===== src/rtl/lpm_mult_pipe_pkg.sv =====
// Shared definitions for the LPM-style multiply-add.
//   rep_signed / rep_unsigned : legal LPM_REPRESENTATION strings
//   full_width()              : exact width F of dataa*datab + sum, including one guard bit
package lpm_mult_pipe_pkg;

  localparam string RepSigned   = "SIGNED";
  localparam string RepUnsigned = "UNSIGNED";

  // F = max(wa + wb, ws) + 1; wide enough that the multiply-add can never overflow.
  function automatic int unsigned full_width(int unsigned wa, int unsigned wb, int unsigned ws);
    int unsigned m;
    m = ((wa + wb) > ws) ? (wa + wb) : ws;
    return m + 1;
  endfunction

endpackage


===== src/rtl/lpm_mult_pipe_stage.sv =====
// One pipeline register of the multiply-add delay line.
//   clock : rising-edge clock
//   aclr  : asynchronous active-low clear, wins over clken
//   clken : high loads d, low holds
//   d / q : data in / registered data out
module lpm_mult_pipe_stage #(
  parameter int unsigned Width = 8
) (
  input  logic             clock,
  input  logic             aclr,
  input  logic             clken,
  input  logic [Width-1:0] d,
  output logic [Width-1:0] q
);

  logic [Width-1:0] q_q;

  always_ff @(posedge clock or negedge aclr) begin
    if (!aclr) begin
      q_q <= '0;
    end else if (clken) begin
      q_q <= d;
    end
  end

  assign q = q_q;

endmodule


===== src/rtl/lpm_mult_pipe.sv =====
// Parameterized signed/unsigned multiply-add, result = dataa * datab + sum, with an optional
// LPM_PIPELINE-deep register delay line on the output.
//   clock  : rising-edge clock (unused when LPM_PIPELINE == 0)
//   aclr   : asynchronous active-low clear of all stages
//   clken  : clock enable, high advances every stage together
//   dataa  : multiplicand, LPM_WIDTHA bits
//   datab  : multiplier, LPM_WIDTHB bits
//   sum    : addend, LPM_WIDTHS bits
//   result : extended or MSB-truncated exact result, LPM_WIDTHP bits
module lpm_mult_pipe
  import lpm_mult_pipe_pkg::*;
#(
  parameter int unsigned LPM_WIDTHA         = 14,
  parameter int unsigned LPM_WIDTHB         = 14,
  parameter int unsigned LPM_WIDTHP         = 35,
  parameter int unsigned LPM_WIDTHS         = 35,
  parameter int unsigned LPM_PIPELINE       = 0,
  parameter string       LPM_REPRESENTATION = "SIGNED"
) (
  input  logic                  clock,
  input  logic                  aclr,
  input  logic                  clken,
  input  logic [LPM_WIDTHA-1:0] dataa,
  input  logic [LPM_WIDTHB-1:0] datab,
  input  logic [LPM_WIDTHS-1:0] sum,
  output logic [LPM_WIDTHP-1:0] result
);

  localparam int unsigned F = full_width(LPM_WIDTHA, LPM_WIDTHB, LPM_WIDTHS);
  // Anything other than "UNSIGNED" is two's complement.
  localparam bit IsSigned = (LPM_REPRESENTATION != RepUnsigned);

  logic            a_msb, b_msb, s_msb;
  logic [F-1:0]    a_ext, b_ext, s_ext;
  logic [F-1:0]    p_full;
  logic [LPM_WIDTHP-1:0] p_fmt;

  // Extension bit is the operand MSB when signed, zero when unsigned.
  assign a_msb = IsSigned & dataa[LPM_WIDTHA-1];
  assign b_msb = IsSigned & datab[LPM_WIDTHB-1];
  assign s_msb = IsSigned & sum[LPM_WIDTHS-1];

  assign a_ext = {{(F - LPM_WIDTHA){a_msb}}, dataa};
  assign b_ext = {{(F - LPM_WIDTHB){b_msb}}, datab};
  assign s_ext = {{(F - LPM_WIDTHS){s_msb}}, sum};

  // Modulo-2^F arithmetic is exact here: the true result always fits in F bits, so the low
  // F bits of the unsigned product equal the signed product as well.
  assign p_full = a_ext * b_ext + s_ext;

  // Output formatting: extend when wider than F, otherwise keep the top LPM_WIDTHP bits.
  if (LPM_WIDTHP > F) begin : g_ext
    assign p_fmt = {{(LPM_WIDTHP - F){IsSigned & p_full[F-1]}}, p_full};
  end else if (LPM_WIDTHP == F) begin : g_exact
    assign p_fmt = p_full;
  end else begin : g_trunc
    logic unused_low;
    assign p_fmt      = p_full[F-1 -: LPM_WIDTHP];
    assign unused_low = ^p_full[F-LPM_WIDTHP-1:0];
  end

  // Delay line.
  if (LPM_PIPELINE == 0) begin : g_comb
    logic unused_ctrl;
    assign result      = p_fmt;
    assign unused_ctrl = ^{clock, aclr, clken};
  end else begin : g_pipe
    logic [LPM_PIPELINE:0][LPM_WIDTHP-1:0] pipe;
    assign pipe[0] = p_fmt;
    for (genvar i = 0; i < LPM_PIPELINE; i++) begin : g_stage
      lpm_mult_pipe_stage #(
        .Width (LPM_WIDTHP)
      ) u_stage (
        .clock (clock),
        .aclr  (aclr),
        .clken (clken),
        .d     (pipe[i]),
        .q     (pipe[i+1])
      );
    end
    assign result = pipe[LPM_PIPELINE];
  end

endmodule


===== config.mk =====
export PLATFORM = sky130hd
export DESIGN_NAME = lpm_mult_pipe
export DESIGN_NICKNAME = d
export VERILOG_FILES = /design/src/rtl/lpm_mult_pipe_pkg.sv /design/src/rtl/lpm_mult_pipe_stage.sv /design/src/rtl/lpm_mult_pipe.sv
export SDC_FILE = /design/constraint.sdc
export NUM_CORES = 1
export LEC_CHECK = 0
export BUFFER_PORTS_ARGS = -buffer_cell sky130_fd_sc_hd__buf_2
export CAP_MARGIN = 0
export CORE_AREA = 2 2 157 159
export DETAILED_ROUTE_END_ITERATION = 12
export DIE_AREA = 0 0 159 161
export PLACE_DENSITY = 0.57
export SETUP_SLACK_MARGIN = 0.3
export SLEW_MARGIN = 15
export SYNTH_ARGS = -nofsm -noshare
export SYNTH_HDL_FRONTEND = slang
export SYNTH_HIERARCHICAL = 1
export SYNTH_SLANG_ARGS = --single-unit

===== constraint.sdc =====
create_clock -name vclk -period 12.5
set_clock_uncertainty 0.15 [all_clocks]
set_input_delay 1.875 -clock vclk [all_inputs]
set_output_delay 1.875 -clock vclk [all_outputs]
set_load 0.01 [all_outputs]

==> reports/metrics.cfg, run 1 <==
[floorplanning]
rows=57
dieWidth_um=159
pin_count=101
dieArea_mm2=0.02560
initial_core_util=0.3935
coreArea_mm2=0.02396
die_height_um=161

[critical_path]
worstSetupStartpointType=primary input
path_max_fanout=14
cp_slowest_cell=fa_1
crit_required_ns=10.47
criticalPathCategory=in2out
cp-end-kind=output port
arrival_ns=9.89
crit_path_max_incr_delay_ns=0.54
cp_common_cell=fa_1

[global_routing]
grt_pass1_vias=8107
gr-total-overflow=0
grt_usage=0.1757
grt_pass1_wl_um=37610
grt_max_degree=15
antenna_found_initial=0

[routing]
vias=7373
antenna_left=0
vias_per_cell=4.915
post_drt_wl_per_cell_um=14.28
drc=0
drt_iter0_drc=200
routed_wl_um=21430
first_pass_iters=4

[final_layout]
final_layout_size_suffix_gt1_frac=0.1105
final_area_mm2=0.01042
final-seq-area_um2=0
area_growth_pct=10.53
finalNetCount=1542
seq_cells=0
nFillCells=2452
nClkBuffers=0
antenna_cells=0

[hold_path]
hold_path.class=in2out
hold_end=result[0]
holdPathStages=3
hp-start=sum[1]

[synthesis]
syn_nets=1464
synth.area.top_cells=fa_1 (42%), ha_1 (14%), inv_1 (9.8%)
synth_warnings=6
synth.distinct_cells=60
synth_cells=1100
synth.largest_area_cell=fa_1
synth.most_common_cell=inv_1
mappedNetlistArea_mm2=0.009430
ys_seq_area_frac=0
synth_top_area_frac=0.4161
postSynthAreaPerCell_um2=8.573
synth_common_cells=inv_1 (246), fa_1 (196), and2_1 (104), ha_1 (102), nand2_1 (101)

[placed_design]
port_buffers=98
place_area_mm2=0.01024
gpl.final_weighted_congestion=0.8124
place_hpwl_um=18610

[sta]
fmax_mhz=83.95
finalSetupViolCount=0
timing_hold_violations_final=0
drv_slew=0
finalCritPeriodShare=0.9529
worst_pin_slew_ns=0.6674
maxSlewHeadroom=0.5537
min_period_ns=11.91
grt_setup_unrepaired=false
finalSetupTns_ns=0

[clock_tree]
hold_buffers=0

[job]
drv_cap=0

[status]
status=finished clean

worst max-delay path, delay by kind of cell:
| kind | cells | cell delay, ns |
|---|---|---|
| fa+ha+maj | 8 | 3.39 |
| compound gates | 9 | 1.94 |
| simple gates | 7 | 1.82 |
| buf+inv | 7 | 0.67 |
| xor+xnor | 1 | 0.21 |
per-stage QoR:
step	setup WS (ns)	cells	utilization	hold slack, ns
after floorplan	0.6656	1100	-	3.795
after global placement	0.3550	1495	0.4273	3.978
after detailed placement	0.2982	1495	0.4273	3.975
after CTS	0.3674	1495	0.4276	3.976
after global routing	0.2533	1500	0.4350	3.994
final	0.5882	1500	0.4350	3.976
repair_timing:
action	in CTS	in global routing
pin swaps	0	14
gates resized for setup	1	52
buffers inserted	0	5
endpoints found under the setup margin	1	3
worst max-delay path by stage:
stage                 end  startpoint
3_3_place_gp   result[33]    datab[2]
6_report       result[33]    datab[2]
5_1_grt        result[33]    datab[2]
4_1_cts        result[33]    dataa[7]
2_1_floorplan  result[33]    datab[5]
3_5_place_dp   result[33]    dataa[7]
final cells by class:
type | instances | area (um^2) | area share
Multi-Input combinational cell | 823 | 8471 | 0.8126
Inverter | 246 | 923.4 | 0.08859
Timing Repair Buffer | 107 | 624.3 | 0.05990
Tap cell | 324 | 405.4 | 0.03889
cells by family after synthesis:
group / after synthesis / synth area share
AND/OR/NAND/NOR: 305 / 0.1677
adder cells (fa/ha/maj): 298 / 0.5514
buffers and inverters: 277 / 0.1103
AO/OA/AOI/OAI: 161 / 0.1156
XOR/XNOR: 58 / 0.05387
multiplexers: 1 / 0.001194
per-layer routing:
layer  share of wire  vias up  global-route usage
li1                -     3578                   -
met3           0.022       18            0.004109
met2            0.54       92              0.3496
met5               0        -                   0
met4          0.0092        0             0.01446
met1            0.43     3685              0.2204
cell usage in the layout (no fill, tap or decap), types with 3 or more instances in the layout:
cell and instances:
o21a_1 8, nand3_1 7, and3_1 8, buf_6 7, a221oi_1 3, a211oi_1 6
nand2_1 100, fa_1 194, inv_1 246, a21o_1 27, nor2b_1 8, nand2b_1 13
nor3_1 12, buf_2 82, ha_4 3, buf_4 15, a31oi_1 7, ha_1 98
xnor2_1 44, nand4_1 3, and2_1 102, o21bai_1 7, xor2_1 13, a211o_1 3
nor2_1 33, clkbuf_4 3, o21ai_0 24, a21oi_1 46
Power of run 1 is left out: the tool's default activity adds up to more than one toggle a clock period on the data nets, which glitch-free logic cannot reach.
==> run 2, diff against run 1 <==
- GPL_TIMING_DRIVEN: unset -> 0
==> run 2 against run 1 <==
- setup slack worse by 0.10 ns
- flip-flop and latch count stayed put
- die area stayed put
- count of clock-buffer cells in the layout stayed put
- utilization is 2.7 points higher
- global-route usage is 1.3 points higher
- largest cell class unchanged
==> reports/metrics.cfg, run 2 (synthesis gave the netlist of run 1 again) <==
[floorplanning]
coreArea_mm2=0.02396  ; unchanged
pin_count=101  ; unchanged
die_height_um=161  ; unchanged
dieWidth_um=159  ; unchanged
rows=57  ; unchanged
initial_core_util=0.3935  ; unchanged
dieArea_mm2=0.02560  ; unchanged

[status]
status=finished clean

[final_layout]
antenna_cells=0  ; unchanged
final_area_mm2=0.01106  ; +6.1%
final-seq-area_um2=0  ; unchanged
multi_input_area_mm2=0.008567  ; +1.1%
nFillCells=2437  ; -0.61%
final_util=0.4615  ; +0.02652
finalNetCount=1605  ; +4.1%
area_growth_pct=17.28
final_layout_size_suffix_gt1_frac=0.1695  ; +0.05895
layout_common_cells=inv_1 (236), fa_1 (193), nand2_1 (101), and2_1 (100), ha_1 (95)
layout_commonest_cell=inv_1
seq_cells=0  ; unchanged
nClkBuffers=0  ; unchanged

[sta]
finalCritPeriodShare=0.9610  ; +0.008039
worst_pin_slew_ns=0.7624  ; +0.09501 ns
maxSlewHeadroom=0.4902  ; -0.06354
timing_hold_violations_final=0  ; unchanged
min_period_ns=12.01  ; +0.1005 ns
fmax_mhz=83.25  ; -0.84%
finalHoldWorstSlack_ns=3.990  ; +0.01426 ns
drv_slew=0  ; unchanged
grt_setup_unrepaired=true
finalSetupViolCount=0  ; unchanged

[global_routing]
antenna_found_initial=1  ; +1
grt_usage=0.1887  ; +0.01299
grt_max_degree=13  ; -2
grt_pass1_wl_um=39520  ; +5.1%
grt_pass1_vias=7967  ; -1.7%
gr-total-overflow=0  ; unchanged

[routing]
routed_wl_um=23500  ; +9.7%
vias_per_cell=4.976  ; +1.2%
vias=7778  ; +5.5%
post_drt_wl_per_cell_um=15.03  ; +5.2%
first_pass_iters=5  ; +1
drt_iter0_drc=227  ; +14%
drc=0  ; unchanged
antenna_left=0  ; unchanged

[placed_design]
gpl.final_weighted_congestion=0.8443  ; +3.9%
place_hpwl_um=20370  ; +9.5%
port_buffers=98  ; unchanged
place_area_mm2=0.01033  ; +0.84%

[hold_path]
hold_path.class=in2out

[critical_path]
worstSetupStartpointType=primary input
cp_slowest_cell=fa_1
arrival_ns=9.99  ; +0.10 ns
cp_common_cell=fa_1
crit_required_ns=10.47  ; about the same
crit_path_max_incr_delay_ns=0.55  ; about the same
criticalPathCategory=in2out
cp-end-kind=output port
path_max_fanout=5  ; -9

[job]
drv_cap=0  ; unchanged

[clock_tree]
hold_buffers=0  ; unchanged

## run 2: critical path: cells and delay by family
family,cells,cell delay (ns)
fa+ha+maj,8,3.54
xor+xnor,1,0.26
simple gates,7,1.66
buf+inv,7,0.63
compound gates,9,2.02
## run 2: metal layers
metal | share of wire | global-route usage | up-vias
li1 | - | - | 3702
met1 | 0.43 | 0.2498 | 3937
met2 | 0.53 | 0.3593 | 125
met3 | 0.030 | 0.009245 | 14
met4 | 0.0084 | 0.008678 | 0
met5 | 0 | 0 | -
## run 2: through the flow
stage | std cells | setup slack, ns | setup TNS, ns
global placement | 1522 | -0.6620 | -1.081
floorplan | 1100 | 0.6656 | 0
CTS | 1523 | 0.3180 | 0
detailed placement | 1522 | -0.6603 | -1.071
finish | 1563 | 0.4878 | 0
global route | 1563 | 0.1922 | 0
## run 2: final cells by class
| cell class | instances | share of cell area |
|---|---|---|
| Tap cell | 324 | 0.03666 |
| Inverter | 246 | 0.08349 |
| Buffer | 31 | 0.02681 |
| Timing Repair Buffer | 139 | 0.07840 |
| Multi-Input combinational cell | 823 | 0.7746 |
## run 2: timing repair
action                     CTS  global route
setup endpoints to repair    6            10
pin swaps                    1            41
resized for setup           26           164
setup buffers                1            40
## run 2: path summary, 6_finish.rpt
kind,start,end,cells after the start
worst min-delay path,sum[1],result[0],3
worst max-delay path,dataa[8],result[33],32
Power of run 2 is left out for the same reason.
==> run 3, diff against run 2 <==
- CORE_AREA: 2 2 157 159 -> 2 2 134 136
- DIE_AREA: 0 0 159 161 -> 0 0 136 138
- PLACE_DENSITY: 0.57 -> 0.75
- clock period: 12.5 -> 13.7 ns (I/O delays scaled with it)
==> run 3 against run 2 <==
- routed wire length shrank 6.9%
- setup slack better by 0.16 ns
- via count shrank 1.9%
- largest cell class unchanged
- highest routed layer unchanged
==> reports/metrics.cfg, run 3 (synthesis gave the netlist of run 1 again) <==
[routing]
antenna_left=0  ; unchanged
post_drt_wl_per_cell_um=15.32  ; +1.9%
drt_iter0_drc=356  ; +57%
routed_wl_um=21870  ; -6.9%
vias_per_cell=5.350  ; +7.5%
vias=7634  ; -1.9%
drc=0  ; unchanged
first_pass_iters=5  ; unchanged

[hold_path]
holdPathStages=3  ; unchanged
hold_path.class=in2out
hp-start=sum[1]
hold_end=result[0]

[final_layout]
final_layout_size_suffix_gt1_frac=0.09599  ; -0.07350
finalNetCount=1564  ; -2.6%
seq_cells=0  ; unchanged
layout_common_cells=inv_1 (246), fa_1 (196), and2_1 (104), ha_1 (102), nand2_1 (101)
layout_commonest_cell=inv_1
final-seq-area_um2=0  ; unchanged
area_growth_pct=8.531
antenna_cells=0  ; unchanged
nClkBuffers=0  ; unchanged

[critical_path]
critPathTopFamily=adder cells
cp_common_cell=fa_1
worstSetupStartpointType=primary input
crit_required_ns=11.49  ; +1.02 ns
criticalPathCategory=in2out
cp-end-kind=output port
path_max_fanout=10  ; +5
cp_slowest_cell=fa_1
path_buf_inv=6  ; -1
crit_path_max_incr_delay_ns=0.55  ; about the same
arrival_ns=10.85  ; +0.86 ns

[placed_design]
port_buffers=98  ; unchanged
gpl.final_weighted_congestion=0.8972  ; +6.3%
place_hpwl_um=19410  ; -4.7%

[floorplanning]
pin_count=101  ; unchanged
coreArea_mm2=0.01753  ; -27%
die_height_um=138  ; -14%
dieArea_mm2=0.01877  ; -27%
rows=49  ; -14%
initial_core_util=0.5378  ; +0.1443
dieWidth_um=136  ; -14%

[job]
drv_cap=0  ; unchanged

[sta]
worst_pin_slew_ns=0.6975  ; -0.06490 ns
finalSetupViolCount=0  ; unchanged
fmax_mhz=76.62
drv_slew=0  ; unchanged
maxSlewHeadroom=0.5336  ; +0.04340
timing_hold_violations_final=0  ; unchanged
grt_setup_unrepaired=false
finalSetupTns_ns=0  ; unchanged
min_period_ns=13.05
finalCritPeriodShare=0.9526

[global_routing]
antenna_found_initial=0  ; -1
grt_max_degree=13  ; unchanged
grt_pass1_vias=8063  ; +1.2%
grt_pass1_wl_um=37260  ; -5.7%
grt_usage=0.2455  ; +0.05680
gr-total-overflow=0  ; unchanged

[status]
status=finished clean

[run 3: worst max-delay path by stage]
stage | from | to | cells past startpoint
after global routing | datab[8] | result[33] | 31
after detailed placement | dataa[7] | result[33] | 31
final | datab[6] | result[33] | 31
after CTS | dataa[7] | result[33] | 31
after floorplan | datab[5] | result[33] | 29
after global placement | dataa[7] | result[33] | 31
[run 3: final cells by class]
| cell class | count | area (um^2) |
|---|---|---|
| Tap cell | 229 | 286.5 |
| Buffer | 31 | 125.1 |
| Inverter | 246 | 923.4 |
| Multi-Input combinational cell | 823 | 8409 |
| Fill cell | 1650 | 7300 |
| Timing Repair Buffer | 98 | 490.5 |
[run 3: what timing repair did]
| action | in CTS | in global routing |
|---|---|---|
| pin swaps | 0 | 1 |
| hold buffers | 0 | 0 |
| buffers inserted | 0 | 0 |
| resized for setup | 1 | 15 |
| setup endpoints to repair | 1 | 1 |
[run 3: metrics by stage]
stage	setup slack, ns	util	area (um^2)	hold WS, ns	cells
after floorplan	1.506	-	9430	4.155	1100
after global placement	0.3619	0.5821	10210	4.338	1427
after detailed placement	0.2364	0.5821	10210	4.349	1427
after CTS	0.5083	0.5826	10210	4.350	1427
after global routing	0.3108	0.5837	10230	4.381	1427
final	0.6488	0.5837	10230	4.342	1427
[run 3: metal layers]
metal / track usage / share of wire / up-vias / routed length [um]
li1: - / - / 3623 / -
met2: 0.4660 / 0.54 / 161 / 11830
met5: 0 / 0 / - / 0
met1: 0.3085 / 0.40 / 3821 / 8821
met4: 0.04221 / 0.020 / 0 / 433
met3: 0.01393 / 0.036 / 29 / 783
Power of run 3 is left out for the same reason.
